[config.mk]
export PLATFORM = sky130hd
export DESIGN_NAME = uart_rx
export DESIGN_NICKNAME = d
export VERILOG_FILES = /design/src/rtl/uart_rx.sv
export SDC_FILE = /design/constraint.sdc
export NUM_CORES = 1
export LEC_CHECK = 0
export ABC_AREA = 0
export CAP_MARGIN = 0
export CORE_UTILIZATION = 40
export DETAILED_ROUTE_END_ITERATION = 10
export GPL_TIMING_DRIVEN = 0
export PLACE_DENSITY_LB_ADDON = 0.3
export SYNTH_ARGS = -nofsm -noshare
export SYNTH_HDL_FRONTEND = slang
export SYNTH_SLANG_ARGS = --single-unit
[constraint.sdc]
create_clock -name CLK -period 7.61 [get_ports CLK]
set_input_delay 1.522 -clock CLK [delete_from_list [all_inputs] [get_ports CLK]]
set_output_delay 1.522 -clock CLK [all_outputs]
set_load 0.01 [all_outputs]
[src/rtl/uart_rx.sv]
// Oversampling UART receiver: 2-flop input synchronizer, 2-of-3 majority bit
// sampling, optional even/odd parity, one-cycle result/error pulses.
module uart_rx #(
    parameter int DATA_WIDTH = 8,
    parameter int PRESCALE_W = 6
) (
    input  logic                  CLK,
    input  logic                  RST,
    input  logic                  RX_IN,
    input  logic [PRESCALE_W-1:0] PRESCALE,
    input  logic                  PAR_EN,
    input  logic                  PAR_TYP,
    output logic [DATA_WIDTH-1:0] P_DATA,
    output logic                  DATA_VALID,
    output logic                  PAR_ERR,
    output logic                  STP_ERR
);

    localparam int BIT_W = (DATA_WIDTH > 1) ? $clog2(DATA_WIDTH) : 1;
    localparam logic [PRESCALE_W-1:0] ONE      = PRESCALE_W'(1);
    localparam logic [BIT_W-1:0]      LAST_BIT = BIT_W'(DATA_WIDTH - 1);

    typedef enum logic [2:0] {IDLE, START, DATA, PARITY, STOP} state_t;

    state_t                  state;
    logic [1:0]              sync_q;
    logic [PRESCALE_W-1:0]   edge_cnt;
    logic [BIT_W-1:0]        bit_cnt;
    logic [PRESCALE_W-1:0]   presc_q;
    logic                    par_en_q;
    logic                    par_typ_q;
    logic [DATA_WIDTH-1:0]   shift_q;
    logic [1:0]              samp_q;
    logic                    par_bad_q;
    logic                    stp_bad_q;
    logic                    armed_q;

    logic                    rx_s;
    logic [PRESCALE_W-1:0]   half;
    logic                    at_s0, at_s1, at_s2, at_end;
    logic                    maj;

    assign rx_s   = sync_q[1];
    assign half   = presc_q >> 1;
    assign at_s0  = (edge_cnt == half - ONE);
    assign at_s1  = (edge_cnt == half);
    assign at_s2  = (edge_cnt == half + ONE);
    assign at_end = (edge_cnt == presc_q - ONE);
    // Third vote is the live sample taken at PRESCALE/2+1.
    assign maj    = (samp_q[0] & samp_q[1]) | (samp_q[0] & rx_s) | (samp_q[1] & rx_s);

    always_ff @(posedge CLK or posedge RST) begin
        if (RST) begin
            // NOTE: synchronizer resets to the idle line level so reset release never looks like a start bit.
            sync_q     <= 2'b11;
            state      <= IDLE;
            edge_cnt   <= '0;
            bit_cnt    <= '0;
            presc_q    <= '0;
            par_en_q   <= 1'b0;
            par_typ_q  <= 1'b0;
            shift_q    <= '0;
            samp_q     <= '0;
            par_bad_q  <= 1'b0;
            stp_bad_q  <= 1'b0;
            armed_q    <= 1'b0;
            P_DATA     <= '0;
            DATA_VALID <= 1'b0;
            PAR_ERR    <= 1'b0;
            STP_ERR    <= 1'b0;
        end else begin
            sync_q     <= {sync_q[0], RX_IN};
            // NOTE: pulses default low every cycle and are only raised at frame end; later assignments win.
            DATA_VALID <= 1'b0;
            PAR_ERR    <= 1'b0;
            STP_ERR    <= 1'b0;

            if (state != IDLE) begin
                edge_cnt <= at_end ? '0 : edge_cnt + ONE;
                if (at_s0) samp_q[0] <= rx_s;
                if (at_s1) samp_q[1] <= rx_s;
            end

            case (state)
                IDLE: begin
                    // A start is accepted only once the line has been seen high since the last frame.
                    if (!rx_s && armed_q) begin
                        state     <= START;
                        presc_q   <= PRESCALE;
                        par_en_q  <= PAR_EN;
                        par_typ_q <= PAR_TYP;
                        edge_cnt  <= ONE;
                        bit_cnt   <= '0;
                        par_bad_q <= 1'b0;
                        stp_bad_q <= 1'b0;
                    end else if (rx_s) begin
                        armed_q <= 1'b1;
                    end
                end
                START: begin
                    if (at_s2 && maj) begin
                        state    <= IDLE;
                        edge_cnt <= '0;
                        armed_q  <= 1'b0;
                    end else if (at_end) begin
                        state <= DATA;
                    end
                end
                DATA: begin
                    if (at_s2) shift_q <= {maj, shift_q[DATA_WIDTH-1:1]};
                    if (at_end) begin
                        if (bit_cnt == LAST_BIT) begin
                            bit_cnt <= '0;
                            state   <= par_en_q ? PARITY : STOP;
                        end else begin
                            bit_cnt <= bit_cnt + BIT_W'(1);
                        end
                    end
                end
                PARITY: begin
                    if (at_s2) par_bad_q <= maj ^ (^shift_q) ^ par_typ_q;
                    if (at_end) state <= STOP;
                end
                STOP: begin
                    if (at_s2) stp_bad_q <= ~maj;
                    if (at_end) begin
                        state   <= IDLE;
                        armed_q <= ~stp_bad_q;
                        if (!par_bad_q && !stp_bad_q) begin
                            DATA_VALID <= 1'b1;
                            P_DATA     <= shift_q;
                        end else begin
                            PAR_ERR <= par_bad_q;
                            STP_ERR <= stp_bad_q;
                        end
                    end
                end
                default: state <= IDLE;
            endcase
        end
    end

endmodule

-- Yosys cells after proc, flatten, opt, wreduce, memory -nomap -nowiden
Index checks and enable logic that the tools add are counted.
- output and inout bits: 11
- flip-flop bits (word level): 46
- logic and storage cells: 111
- input bits: 11
- bitwise gates (word level): 9
- mux-type cells: 37
- add/sub/neg operators: 5
- equal/unequal tests: 20
- reduce and logical (&&, ||, !) cells: 23
- operators with widths (operator ; count):
    3-bit 2-to-1 mux ; 11
    6-bit 2-to-1 mux ; 4
    2-bit != test, second input constant ; 10
    6-bit equality test ; 3
    1-bit 2-to-1 mux ; 16
    3-bit one-hot mux with 5 select lines ; 1
    6-bit one-hot mux with 2 select lines ; 1
    3-bit AND reduction ; 4
    2-bit AND reduction ; 4
    8-bit parity ; 1
    5-bit by 1-bit adder with 6-bit output, second input constant ; 1
    6-bit by 1-bit adder with 6-bit output, second input constant ; 1
    3-bit by 2-bit equality test with 1-bit output, second input constant ; 2
    3-bit equality test, second input constant ; 2
    6-bit by 5-bit equality test with 1-bit output ; 1
    3-bit one-hot mux with 2 select lines ; 1
    6-bit AND reduction ; 1
    2-bit nonzero test ; 3
    3-bit nonzero test ; 2
    5-bit by 1-bit subtractor with 6-bit output, second input constant ; 1
    6-bit by 1-bit subtractor with 6-bit output, second input constant ; 1
    5-bit AND reduction ; 1
    1-bit one-hot mux with 2 select lines ; 2
    3-bit by 1-bit adder with 3-bit output, second input constant ; 1
    other kinds (10) ; 19

-- Longest topological paths before layout
- depth after elaboration: 7
- depth in mapped cells: 10
- mapped depth without buffers: 8

-- Worst setup path before layout
OpenSTA, ideal clock, no wires.
- path type: register to register
- start point: reg presc_q[2]
- end point: reg P_DATA[0]
- slack: 4.794 ns
- stages on the path, launching flop included: 11
- arrival: 2.690 ns
- cells stage by stage: dfrtp_1 -> buf_2 -> inv_1 -> ha_1 -> a21boi_1 -> nand3_1 -> a2111oi_4 -> nand2_4 -> or4_4 -> buf_6 -> mux2_4
- cells in the longest elaborated chain, start to end: 3
- ends and longest elaborated chain (element ; RTL line ; RTL):
    start, declared ; 29 ; logic [PRESCALE_W-1:0] presc_q;
    start signal, assigned ; 59 ; presc_q <= '0;
    start signal, assigned ; 89 ; presc_q <= PRESCALE;
    6-bit by 1-bit subtractor with 6-bit output ; 48 ; assign at_end = (edge_cnt == presc_q - ONE);
    6-bit equality test ; 48 ;
    3-bit AND reduction (no line) ; n/a ;
    end signal, assigned ; 131 ; P_DATA <= shift_q;
    end, declared ; 13 ; output logic [DATA_WIDTH-1:0] P_DATA,
Every way passes these cells.
A chain may end at the register's enable or synchronous reset.

-- Final worst setup path
- start point: reg presc_q[2]
- end point: reg P_DATA[6]
The elaborated chain is that of the path after synthesis.

==> metrics.csv <==
metric,value,unit
outcome,"complete, no violations",
hold path startpoint,sync_q[0],
standard cell area after detailed placement,2960,um^2
Detailed Route WL,5460,um
count of max-cap constraint violations,0,
net switching power,461,uW
sequential power share,32.7,%
Die Footprint,6920,um^2
cell with the largest stage delay on the worst path,a2111oi_4,
pin slew with the least headroom to its limit,0.845,ns
minimum period implied by the final worst setup slack,3.20,ns
Core Box Area,6350,um^2
Final Core Density,48.1,%
combined area of all synthesized cells,2640,um^2
number of CTS-inserted buffers,5,
ranking of synthesized cells by instance count,"dfrtp_1, nand2_1, xnor2_1",
layout net count,305,
Crit Path Category,register to register,
leftover overflow at the end of global routing,0,
"CP delay by family, top",compound AO/OA/AOI/OAI gates,
number of distinct library cells after synthesis,50,
cells taking the most area after synthesis,"dfrtp_1, xnor2_1, mux2_4",
worst reg2reg startpoint,presc_q[2],
chip height,83.2,um
clock network latency to the later pin of the worst-skew pair,0.30,ns
fraction of power consumed by combinational cells,52.2,%
number of buffers inserted to repair setup after CTS,0,
kind of start point of the critical path,register,
count of H-tree levels built during CTS,2,
Crit path buffers/inverters,3,
"Warnings, synthesis",0,
post-route cell area,3060,um^2
share of async-settable or async-resettable flops after synthesis,100,%
Clock Pin Slew Worst Setup and Hold Paths,0.09,ns
final hold vios,0,
Static Leakage,0.00136,uW
number of gates given a new drive strength after cts,0,
Net Sw Frac,44.2,%
Root Buffer,clkbuf_8,
type of the worst min-delay path,register to register,
number of top-level design ports,22,
Ant. Diodes,0,
portion of total power attributed to the clock network,15.1,%
Max-slew headroom,43.3,%
Post-Route Setup TNS,0,ns
Slowest Stage Delay on Critical Path,0.67,ns
number of design rule violations left after detail routing,0,
starting density of the core,41.5,%
routed len/inst,14.9,um
period utilisation layout,42.0,%
TritonCTS clock tree,built,
unrepaired setup endpoints after global routing,false,
register area share after synthesis,43.8,%
"count leader, synth",dfrtp_1,
vias in the first global route,1955,
antenna violations before repair,0,
sum of net half-perimeters after detailed placement,3890,um
Cells after Synth,258,
final number of setup-violating endpoints,0,
DRT Pass-1 Iters,4,
pin count of the biggest net entering global routing,40,
Max Fanout on Critical Path,9,
cell taking the most area after synthesis,dfrtp_1,
remaining antenna violation count,0,
worst-path cell chain,"buf_2, inv_1, ha_1, a21boi_1, nand3_1, a2111oi_4, nand2_4, or4_4, buf_6, mux2_4",
worst IR drop on VDD,0.194,mV
Post-Syn Nets,276,
startpoint of the worst setup timing path,presc_q[2],
die width,83.2,um
power per standard cell area,341,nW/um^2
Peak Freq,313,MHz
mean number of vias per cell,5.32,
wire length of the first global-routing pass,9470,um
relative area change from synthesis to final layout,15.9,%
worst clock skew,0.00662,ns
Buffers on Ports,21,
worst-case setup margin in the final layout,4.41,ns
Hold WS,0.360,ns
data required time of the critical path,7.80,ns
fraction of final layout cells with drive strength greater than 1,16.0,%
gr usage total,17.0,%
share of the synthesized area in the top cell type,41.8,%
FP Rows,29,
number of enable flip-flop cells after synthesis,0,
count of clock tree sinks,46,
buffer depth of the longest clock path,2,
leading register cell type out of synthesis,dfrtp_1,
final weighted congestion in routability-driven placement,0.866,
critical path capture point type,register,
Placement Setup Slack,4.41,ns
data arrival time of the worst path,3.39,ns
iteration-0 DRC count of the detailed router,54,
flip-flop and latch count after synthesis,46,
Synth Area per Inst,10.2,um^2
internal power component,582,uW
number of buffers added to fix hold violations after cts,0,
number of max-slew violations in the final report,0,
vias after detailed routing,1942,
sequential cells by signal (all words and copies together) (netlist names):
| register | count |
|---|---|
| PAR_ERR | 1 |
| shift_q | 8 |
| DATA_VALID | 1 |
| par_typ_q | 1 |
| STP_ERR | 1 |
| bit_cnt | 3 |
| samp_q | 2 |
| armed_q | 1 |
| par_en_q | 1 |
| stp_bad_q | 1 |
| presc_q | 6 |
| edge_cnt | 6 |
| sync_q | 2 |
| par_bad_q | 1 |
| P_DATA | 8 |
| state | 3 |
layout make-up:
class                      instances  area, um^2
clock inverter                     3        25.0
sequential                        46        1150
multi-input combinational        185        1360
timing repair buffer              22         230
inverter                          13        48.8
clock buffer                       5        68.8
fill                             591        3290
buffer                            14        72.6
tap                               77        96.3
layout by cell type (no fill, tap or decap), drive strengths merged, types with 3 or more instances in the layout:
cell and instances:
o2111ai 3, nand3b 3, nor2b 3, clkbuf 14, clkdlybuf4s50 21, ha 7
xor2 12, xnor2 20, a31oi 4, nand2 25, nor3 10, nand3 11
dfrtp 44, nor2 17, o21ai 14, inv 14, buf 6, nand2b 3
nand4 6, o31ai 4, mux2 18
cell families after synthesis:
kind of cell | Yosys count | synth area share (%)
buffers and inverters | 27 | 4.60
AO/OA/AOI/OAI | 39 | 11.0
adder cells (fa/ha/maj) | 8 | 3.70
XOR/XNOR | 32 | 10.9
flip-flops | 46 | 43.8
multiplexers | 19 | 9.21
AND/OR/NAND/NOR | 87 | 16.8
per-stage QoR:
step | power [uW] | cells
after global routing | 1120 | 365
final | 1040 | 365
after CTS | 1050 | 365
after global placement | 871 | 356
after detailed placement | 886 | 357
after floorplan | 768 | 258
power by group through the flow:
stage,Clock (uW),Combinational [uW],Sequential (uW)
3_5_place_dp,0,539,347
3_3_place_gp,0,525,346
4_1_cts,164,543,342
6_report,158,544,341
5_1_grt,173,602,350
2_1_floorplan,0,434,334
path summary, 6_finish.rpt:
kind / cells past startpoint / slack [ns] / end
setup / recovery: 10 / 4.41 / P_DATA[6]
hold / removal: 0 / 0.36 / sync_q[1]
setup reg to reg: 10 / 4.41 / P_DATA[6]
hold reg to reg: 0 / 0.36 / sync_q[1]
max in group asynchronous: 3 / 5.65 / sync_q[0]
min in group asynchronous: 2 / 1.44 / P_DATA[1]
routing by layer:
| metal | share of wire [%] | track usage [%] | vias up | wire (um) |
|---|---|---|---|---|
| li1 | - | - | 956 | - |
| met1 | 49 | 24.3 | 950 | 2690 |
| met2 | 46 | 26.2 | 30 | 2530 |
| met3 | 3.1 | 3.18 | 6 | 168 |
| met4 | 1.3 | 5.64 | 0 | 69 |
| met5 | 0 | 0 | - | 0 |
(Power assumes the default switching activity.)
